===== src/rtl/mux_scan_sequencer.sv =====
// Scan sequencer for a 4:1 mux stage: walks Sel through channels 0..3, dwells DWELL
// cycles per channel, samples the mux output and offers a 4-bit frame on valid/ready.
`timescale 1ns/1ps

module mux_scan_sequencer #(
  parameter int DWELL = 4,
  parameter int CNT_W = 8
) (
  input  logic       Clk,
  input  logic       Reset_n,
  input  logic       Start,
  input  logic       Continuous,
  input  logic       Mux_In,
  output logic       Sel0,
  output logic       Sel1,
  output logic       Busy,
  output logic       Frame_Valid,
  input  logic       Frame_Ready,
  output logic [3:0] Frame_Out,
  output logic [7:0] Frame_Count,
  output logic [1:0] Dbg_State
);

  // Frame handshake: Frame_Valid rises with a completed frame and holds, together
  // with Frame_Out, until an edge where Frame_Valid & Frame_Ready; Frame_Ready is
  // a don't-care whenever Frame_Valid is low.

  typedef enum logic [1:0] {
    IDLE = 2'd0,
    SCAN = 2'd1,
    HOLD = 2'd2
  } state_t;

  localparam logic [CNT_W-1:0] CNT_LAST = CNT_W'(DWELL - 1);

  state_t           state, state_nxt;
  logic [1:0]       ch, ch_nxt;
  logic [CNT_W-1:0] cnt, cnt_nxt;
  logic [3:0]       shadow, shadow_nxt;
  logic [3:0]       frame_q, frame_nxt;
  logic             valid_q, valid_nxt;
  logic [7:0]       count_q, count_nxt;
  logic             dwell_done;
  logic             handshake;

  assign dwell_done = (cnt == CNT_LAST);
  assign handshake  = valid_q & Frame_Ready;

  always_ff @(posedge Clk or negedge Reset_n) begin
    if (!Reset_n) begin
      state   <= IDLE;
      ch      <= 2'd0;
      cnt     <= '0;
      shadow  <= 4'd0;
      frame_q <= 4'd0;
      valid_q <= 1'b0;
      count_q <= 8'd0;
    end else begin
      state   <= state_nxt;
      ch      <= ch_nxt;
      cnt     <= cnt_nxt;
      shadow  <= shadow_nxt;
      frame_q <= frame_nxt;
      valid_q <= valid_nxt;
      count_q <= count_nxt;
    end
  end

  always_comb begin
    state_nxt  = state;
    ch_nxt     = ch;
    cnt_nxt    = cnt;
    shadow_nxt = shadow;
    frame_nxt  = frame_q;
    valid_nxt  = valid_q;
    count_nxt  = count_q;
    case (state)
      IDLE: begin
        ch_nxt  = 2'd0;
        cnt_nxt = '0;
        if (Start) state_nxt = SCAN;
      end
      SCAN: begin
        if (dwell_done) begin
          cnt_nxt        = '0;
          shadow_nxt[ch] = Mux_In;
          if (ch == 2'd3) begin
            // Channel 3 goes straight into the frame; shadow only holds 0..2 in time.
            frame_nxt = {Mux_In, shadow[2:0]};
            valid_nxt = 1'b1;
            ch_nxt    = 2'd0;
            state_nxt = HOLD;
          end else begin
            ch_nxt = ch + 2'd1;
          end
        end else begin
          cnt_nxt = cnt + 1'b1;
        end
      end
      HOLD: begin
        if (handshake) begin
          valid_nxt = 1'b0;
          count_nxt = count_q + 8'd1;
          ch_nxt    = 2'd0;
          cnt_nxt   = '0;
          state_nxt = Continuous ? SCAN : IDLE;
        end
      end
      default: begin
        state_nxt = IDLE;
        ch_nxt    = 2'd0;
        cnt_nxt   = '0;
      end
    endcase
  end

  // Select follows ch only while scanning so IDLE/HOLD always present channel 0.
  assign Sel0        = (state == SCAN) ? ch[0] : 1'b0;
  assign Sel1        = (state == SCAN) ? ch[1] : 1'b0;
  assign Busy        = (state != IDLE);
  assign Frame_Valid = valid_q;
  assign Frame_Out   = frame_q;
  assign Frame_Count = count_q;
  assign Dbg_State   = state;

endmodule


===== config.mk =====
export PLATFORM = sky130hd
export DESIGN_NAME = mux_scan_sequencer
export DESIGN_NICKNAME = d
export VERILOG_FILES = /design/src/rtl/mux_scan_sequencer.sv
export SDC_FILE = /design/constraint.sdc
export NUM_CORES = 1
export LEC_CHECK = 0
export ABC_AREA = 1
export CAP_MARGIN = 20
export CORE_MARGIN = 8
export CORE_UTILIZATION = 53
export CTS_CLUSTER_SIZE = 24
export DETAILED_ROUTE_END_ITERATION = 6
export PLACE_DENSITY = 0.85
export SLEW_MARGIN = 20
export SYNTH_ARGS = -nofsm -noshare
export SYNTH_HDL_FRONTEND = slang
export SYNTH_SLANG_ARGS = --single-unit
export TNS_END_PERCENT = 10

===== constraint.sdc =====
create_clock -name Clk -period 1.72 [get_ports Clk]
set_clock_uncertainty 0.1 [all_clocks]
set_input_delay 0.172 -clock Clk [delete_from_list [all_inputs] [get_ports Clk]]
set_output_delay 0.172 -clock Clk [all_outputs]
set_load 0.02 [all_outputs]

==> report_table.html <==
<table>
<tr><th>Metric</th><th>Value</th></tr>
<tr><th colspan="2">Run</th></tr>
<tr><td>Number of maximum-capacitance constraint violations</td><td>0</td></tr>
<tr><th colspan="2">Critical path</th></tr>
<tr><td>Crit path max fanout</td><td>3</td></tr>
<tr><td>Data required time at the worst endpoint</td><td>1450 ps</td></tr>
<tr><td>Data arrival at the endpoint of the critical path</td><td>1370 ps</td></tr>
<tr><td>Slowest stage cell on the critical path</td><td>sky130_fd_sc_hd__clkdlybuf4s50_1</td></tr>
<tr><td>Cell breakdown of the critical path</td><td>clkdlybuf4s50_1</td></tr>
<tr><td>Depth of the critical timing path with buffers and inverters included</td><td>1</td></tr>
<tr><td>Critical path capture point type</td><td>primary output</td></tr>
<tr><td>Count of buffer and inverter cells on the critical path</td><td>1</td></tr>
<tr><td>RR Startpoint</td><td>cnt[1]</td></tr>
<tr><td>CP Launch Type</td><td>flip-flop</td></tr>
<tr><td>Worst Path Class, Setup</td><td>reg -&gt; out</td></tr>
<tr><td>Crit Reg-Reg Endpoint</td><td>Frame_Valid</td></tr>
<tr><td>R2R Setup Slk</td><td>approximately 90 ps</td></tr>
<tr><td>Worst Reg-to-Reg Cells</td><td>8</td></tr>
<tr><td>Max incr delay on CP</td><td>just over 600 ps</td></tr>
<tr><td>Cell class contributing the biggest share of worst-path delay</td><td>buffers and inverters</td></tr>
<tr><th colspan="2">Detailed routing</th></tr>
<tr><td>DRT Pass-1 Iters</td><td>4</td></tr>
<tr><td>DRC Markers</td><td>0</td></tr>
<tr><td>Residual antenna-violating net count after detailed routing</td><td>0</td></tr>
<tr><td>Total via count after detailed routing</td><td>1259</td></tr>
<tr><td>Final wirelength</td><td>3270 um</td></tr>
<tr><td>1st-iter DRT viols</td><td>45</td></tr>
<tr><td>Average vias per placed instance</td><td>5.29</td></tr>
<tr><td>Per-cell routed wire length</td><td>13.7 um</td></tr>
<tr><th colspan="2">Timing</th></tr>
<tr><td>Total Negative Setup Slacks</td><td>0 ps</td></tr>
<tr><td>RSZ-0062 raised after global routing</td><td>false</td></tr>
<tr><td>Worst slew margin relative to its limit</td><td>0.765</td></tr>
<tr><td>Worst-margin pin slew</td><td>353 ps</td></tr>
<tr><td>Time the final worst path needs with I/O delays and setup</td><td>1640 ps</td></tr>
<tr><td>Period utilization</td><td>0.955</td></tr>
<tr><td>Peak Freq</td><td>609 MHz</td></tr>
<tr><td>Pins over their slew limit</td><td>0</td></tr>
<tr><td>Fin. Hold Viols</td><td>0</td></tr>
<tr><td>Final setup violation count</td><td>0</td></tr>
<tr><th colspan="2">Power</th></tr>
<tr><td>Max rail drop VDD</td><td>0.000627 V</td></tr>
<tr><td>Static leakage</td><td>1.12 nW</td></tr>
<tr><td>Total Power</td><td>1.12 mW</td></tr>
<tr><td>Ratio of total power to cell area</td><td>586 mW/mm2</td></tr>
<tr><th colspan="2">Synth</th></tr>
<tr><td>Mapped Area</td><td>0.00156 mm2</td></tr>
<tr><td>Number of distinct standard cells referenced by the synthesized netlist</td><td>21</td></tr>
<tr><td>Yosys reg bits</td><td>28</td></tr>
<tr><td>Average footprint of a synthesized cell</td><td>8.83 um2</td></tr>
<tr><td>Fraction of the yosys area taken by sequential cells</td><td>0.448</td></tr>
<tr><td>Post-Syn Nets</td><td>189</td></tr>
<tr><td>Yosys warning count</td><td>0</td></tr>
<tr><td>Cells after Synth</td><td>roughly 180</td></tr>
<tr><th colspan="2">GRT</th></tr>
<tr><td>Vias in the first global route</td><td>1275</td></tr>
<tr><td>Grt total ovfl</td><td>0</td></tr>
<tr><td>Maximum number of pins on one net before global-route repair</td><td>29</td></tr>
<tr><td>Wire length of the first global-routing pass</td><td>~5800 um</td></tr>
<tr><td>Total global routing track utilization</td><td>0.139</td></tr>
<tr><td>Number of antenna violations at the first check in global routing</td><td>0</td></tr>
<tr><th colspan="2">Place</th></tr>
<tr><td>Routability congestion estimate from global placement</td><td>~0.89</td></tr>
<tr><td>Count of input and output buffers</td><td>23</td></tr>
<tr><td>Final HPWL DP</td><td>2540 um</td></tr>
<tr><th colspan="2">Cells and area</th></tr>
<tr><td>Share of cells above drive strength 1</td><td>0.169</td></tr>
<tr><td>Number of nets at the end of the flow</td><td>220</td></tr>
<tr><td>Area overhead of the layout relative to synthesis</td><td>22.2%</td></tr>
<tr><td>Antenna diode instance count</td><td>0</td></tr>
<tr><td>Filler instances</td><td>224</td></tr>
<tr><th colspan="2">Floorplan</th></tr>
<tr><td>Initial core utilization</td><td>0.562</td></tr>
<tr><td>I/O Pins</td><td>24</td></tr>
<tr><td>Die area</td><td>a little under 0.005 mm2</td></tr>
<tr><td>CORE AREA</td><td>~0.0028 mm2</td></tr>
<tr><td>Row Count</td><td>19</td></tr>
<tr><td>Die boundary height</td><td>around 70 um</td></tr>
<tr><td>Die Width</td><td>70.3 um</td></tr>
<tr><th colspan="2">CTS</th></tr>
<tr><td>Root Driver</td><td>sky130_fd_sc_hd__clkbuf_4</td></tr>
<tr><td>Clock-pin slew of the registers on the worst-case setup and hold paths</td><td>about 150 ps</td></tr>
<tr><td>Latest clock arrival within the worst-skew pair</td><td>340 ps</td></tr>
<tr><td>Maximum level of the CTS H-tree</td><td>1</td></tr>
<tr><td>Maximum buffer depth of the clock tree</td><td>2</td></tr>
<tr><td>Hold buffer count at cts</td><td>0</td></tr>
<tr><td>Number of clock buffers inserted by TritonCTS</td><td>3</td></tr>
<tr><td>TritonCTS clock tree</td><td>built</td></tr>
<tr><td>Sinks on Clock Net</td><td>28</td></tr>
<tr><th colspan="2">Outcome</th></tr>
<tr><td>Outcome</td><td>finished, final reports clean</td></tr>
<tr><th colspan="2">Worst hold path</th></tr>
<tr><td>Type of the worst min-delay path</td><td>in -&gt; async</td></tr>
</table>
==> Yosys cell counts <==
master / n / area (um2)
sky130_fd_sc_hd__inv_1: 17 / 63.8
sky130_fd_sc_hd__nor2_1: 10 / 37.5
sky130_fd_sc_hd__o21ai_0: 12 / 60.1
sky130_fd_sc_hd__inv_2: 5 / 18.8
sky130_fd_sc_hd__nand3_1: 14 / 70.1
sky130_fd_sc_hd__nand4_1: 6 / 37.5
sky130_fd_sc_hd__nand2_1: 50 / 188
sky130_fd_sc_hd__clkinv_4: 1 / 8.76
sky130_fd_sc_hd__nand4_4: 2 / 42.5
sky130_fd_sc_hd__nor2_4: 3 / 33.8
sky130_fd_sc_hd__nor2_8: 3 / 60.1
sky130_fd_sc_hd__xnor2_1: 3 / 26.3
sky130_fd_sc_hd__xor2_1: 4 / 35.0
sky130_fd_sc_hd__dfrtp_1: 28 / 701
sky130_fd_sc_hd__ha_1: 6 / 75.1
sky130_fd_sc_hd__mux2_2: 1 / 11.3
sky130_fd_sc_hd__o21ai_1: 1 / 5.00
sky130_fd_sc_hd__or2_1: 1 / 6.26
sky130_fd_sc_hd__nor2_2: 2 / 12.5
sky130_fd_sc_hd__nand2_2: 4 / 25.0
sky130_fd_sc_hd__nand2_4: 4 / 45.0
==> sequential cells by signal (all words and copies together), names as in the netlist <==
register,count
Dbg_State,2
Frame_Out,4
cnt,8
ch,2
shadow,3
Frame_Valid,1
Frame_Count,8
==> through the flow <==
step | utilization | worst slack (ps) | cells | area, um2 | hold WS (ps)
6_report | 0.686 | 77.7 | 238 | 1910 | 90.0
5_1_grt | 0.686 | 19.7 | 238 | 1910 | 101
4_1_cts | 0.684 | 1.56 | 238 | 1900 | 93.5
3_5_place_dp | 0.667 | 99.7 | 234 | 1850 | 369
3_3_place_gp | 0.667 | 195 | 234 | 1850 | 362
2_1_floorplan | - | 280 | 177 | 1560 | -224
==> where the power goes <==
part | internal [mW] | switching, mW | total, mW
clock network | 0.236 | 0.197 | 0.433
logic | 0.0121 | 0.0155 | 0.0276
registers | 0.658 | 0 | 0.658
==> timing repair <==
item | CTS | global route
buffers inserted | 0 | 0
resized for setup | 7 | 9
gates cloned | 0 | 0
setup endpoints to repair | 6 | 8
endpoints found under the hold margin | 0 | 0
==> metal layers <==
| layer | wire length (um) | global-route usage |
|---|---|---|
| met2 | 1640 | 0.229 |
| met3 | 187 | 0.0480 |
| met4 | 35 | 0.0446 |
| met1 | 1410 | 0.164 |
| met5 | 0 | 0 |
==> cells in the final DEF (no fill, tap or decap) <==
| cell type | netlist | routed |
|---|---|---|
| sky130_fd_sc_hd__dlygate4sd2_1 | 0 | 3 |
| sky130_fd_sc_hd__clkbuf_4 | 0 | 3 |
| sky130_fd_sc_hd__nor2_4 | 3 | 3 |
| sky130_fd_sc_hd__nor2_8 | 3 | 3 |
| sky130_fd_sc_hd__inv_2 | 5 | 5 |
| sky130_fd_sc_hd__clkdlybuf4s50_1 | 0 | 12 |
| sky130_fd_sc_hd__dlymetal6s2s_1 | 0 | 6 |
| sky130_fd_sc_hd__nand4_1 | 6 | 6 |
| sky130_fd_sc_hd__nand2_2 | 4 | 4 |
| sky130_fd_sc_hd__xor2_1 | 4 | 4 |
| sky130_fd_sc_hd__xnor2_1 | 3 | 3 |
| sky130_fd_sc_hd__clkbuf_2 | 0 | 2 |
| sky130_fd_sc_hd__nand2_1 | 50 | 50 |
| sky130_fd_sc_hd__dfrtp_1 | 28 | 27 |
| sky130_fd_sc_hd__or2_1 | 1 | 1 |
| sky130_fd_sc_hd__nor2_1 | 10 | 10 |
| sky130_fd_sc_hd__ha_1 | 6 | 6 |
| sky130_fd_sc_hd__clkinv_4 | 1 | 1 |
| sky130_fd_sc_hd__buf_4 | 0 | 3 |
| sky130_fd_sc_hd__mux2_2 | 1 | 1 |
| sky130_fd_sc_hd__o21ai_1 | 1 | 1 |
| sky130_fd_sc_hd__o21ai_0 | 12 | 12 |
| sky130_fd_sc_hd__nand3_1 | 14 | 14 |
| sky130_fd_sc_hd__bufinv_16 | 0 | 1 |
| sky130_fd_sc_hd__nand2_4 | 4 | 4 |
| sky130_fd_sc_hd__nor2_2 | 2 | 2 |
| sky130_fd_sc_hd__inv_1 | 17 | 17 |
| sky130_fd_sc_hd__nand4_4 | 2 | 2 |
| sky130_fd_sc_hd__dfrtp_2 | 0 | 1 |
==> how the worst max path moves through the flow <==
stage / to / from
after detailed placement: Sel0 / Dbg_State[1]
after global routing: shadow[1] / cnt[0]
after floorplan: Frame_Valid / Dbg_State[1]
after global placement: Sel0 / Dbg_State[1]
after CTS: Sel0 / Dbg_State[1]
final: Frame_Valid / Frame_Valid
==> area by class of cell <==
type                       count  area, um2  share of cell area
tap                           31       38.8              0.0203
sequential                    28        702               0.368
clock inverter                 1       30.0              0.0157
multi-input combinational    126        771               0.404
clock buffer                   3       22.5              0.0118
timing repair buffer          26        254               0.133
inverter                      23       91.3              0.0478
==> cell families (layout without fill, tap and decap cells) <==
logic type                 Yosys count  after routing  synth area share
muxes                                1              1           0.00721
AOI/OAI and AO/OA                   13             13            0.0416
xor gates and xnor gates             7              7            0.0392
buffers and inverters               23             53            0.0584
and+or+nand+nor                     99             99             0.357
DFF                                 28             28             0.448
adders and majority gates            6              6            0.0480
(Power assumes the default switching activity.)
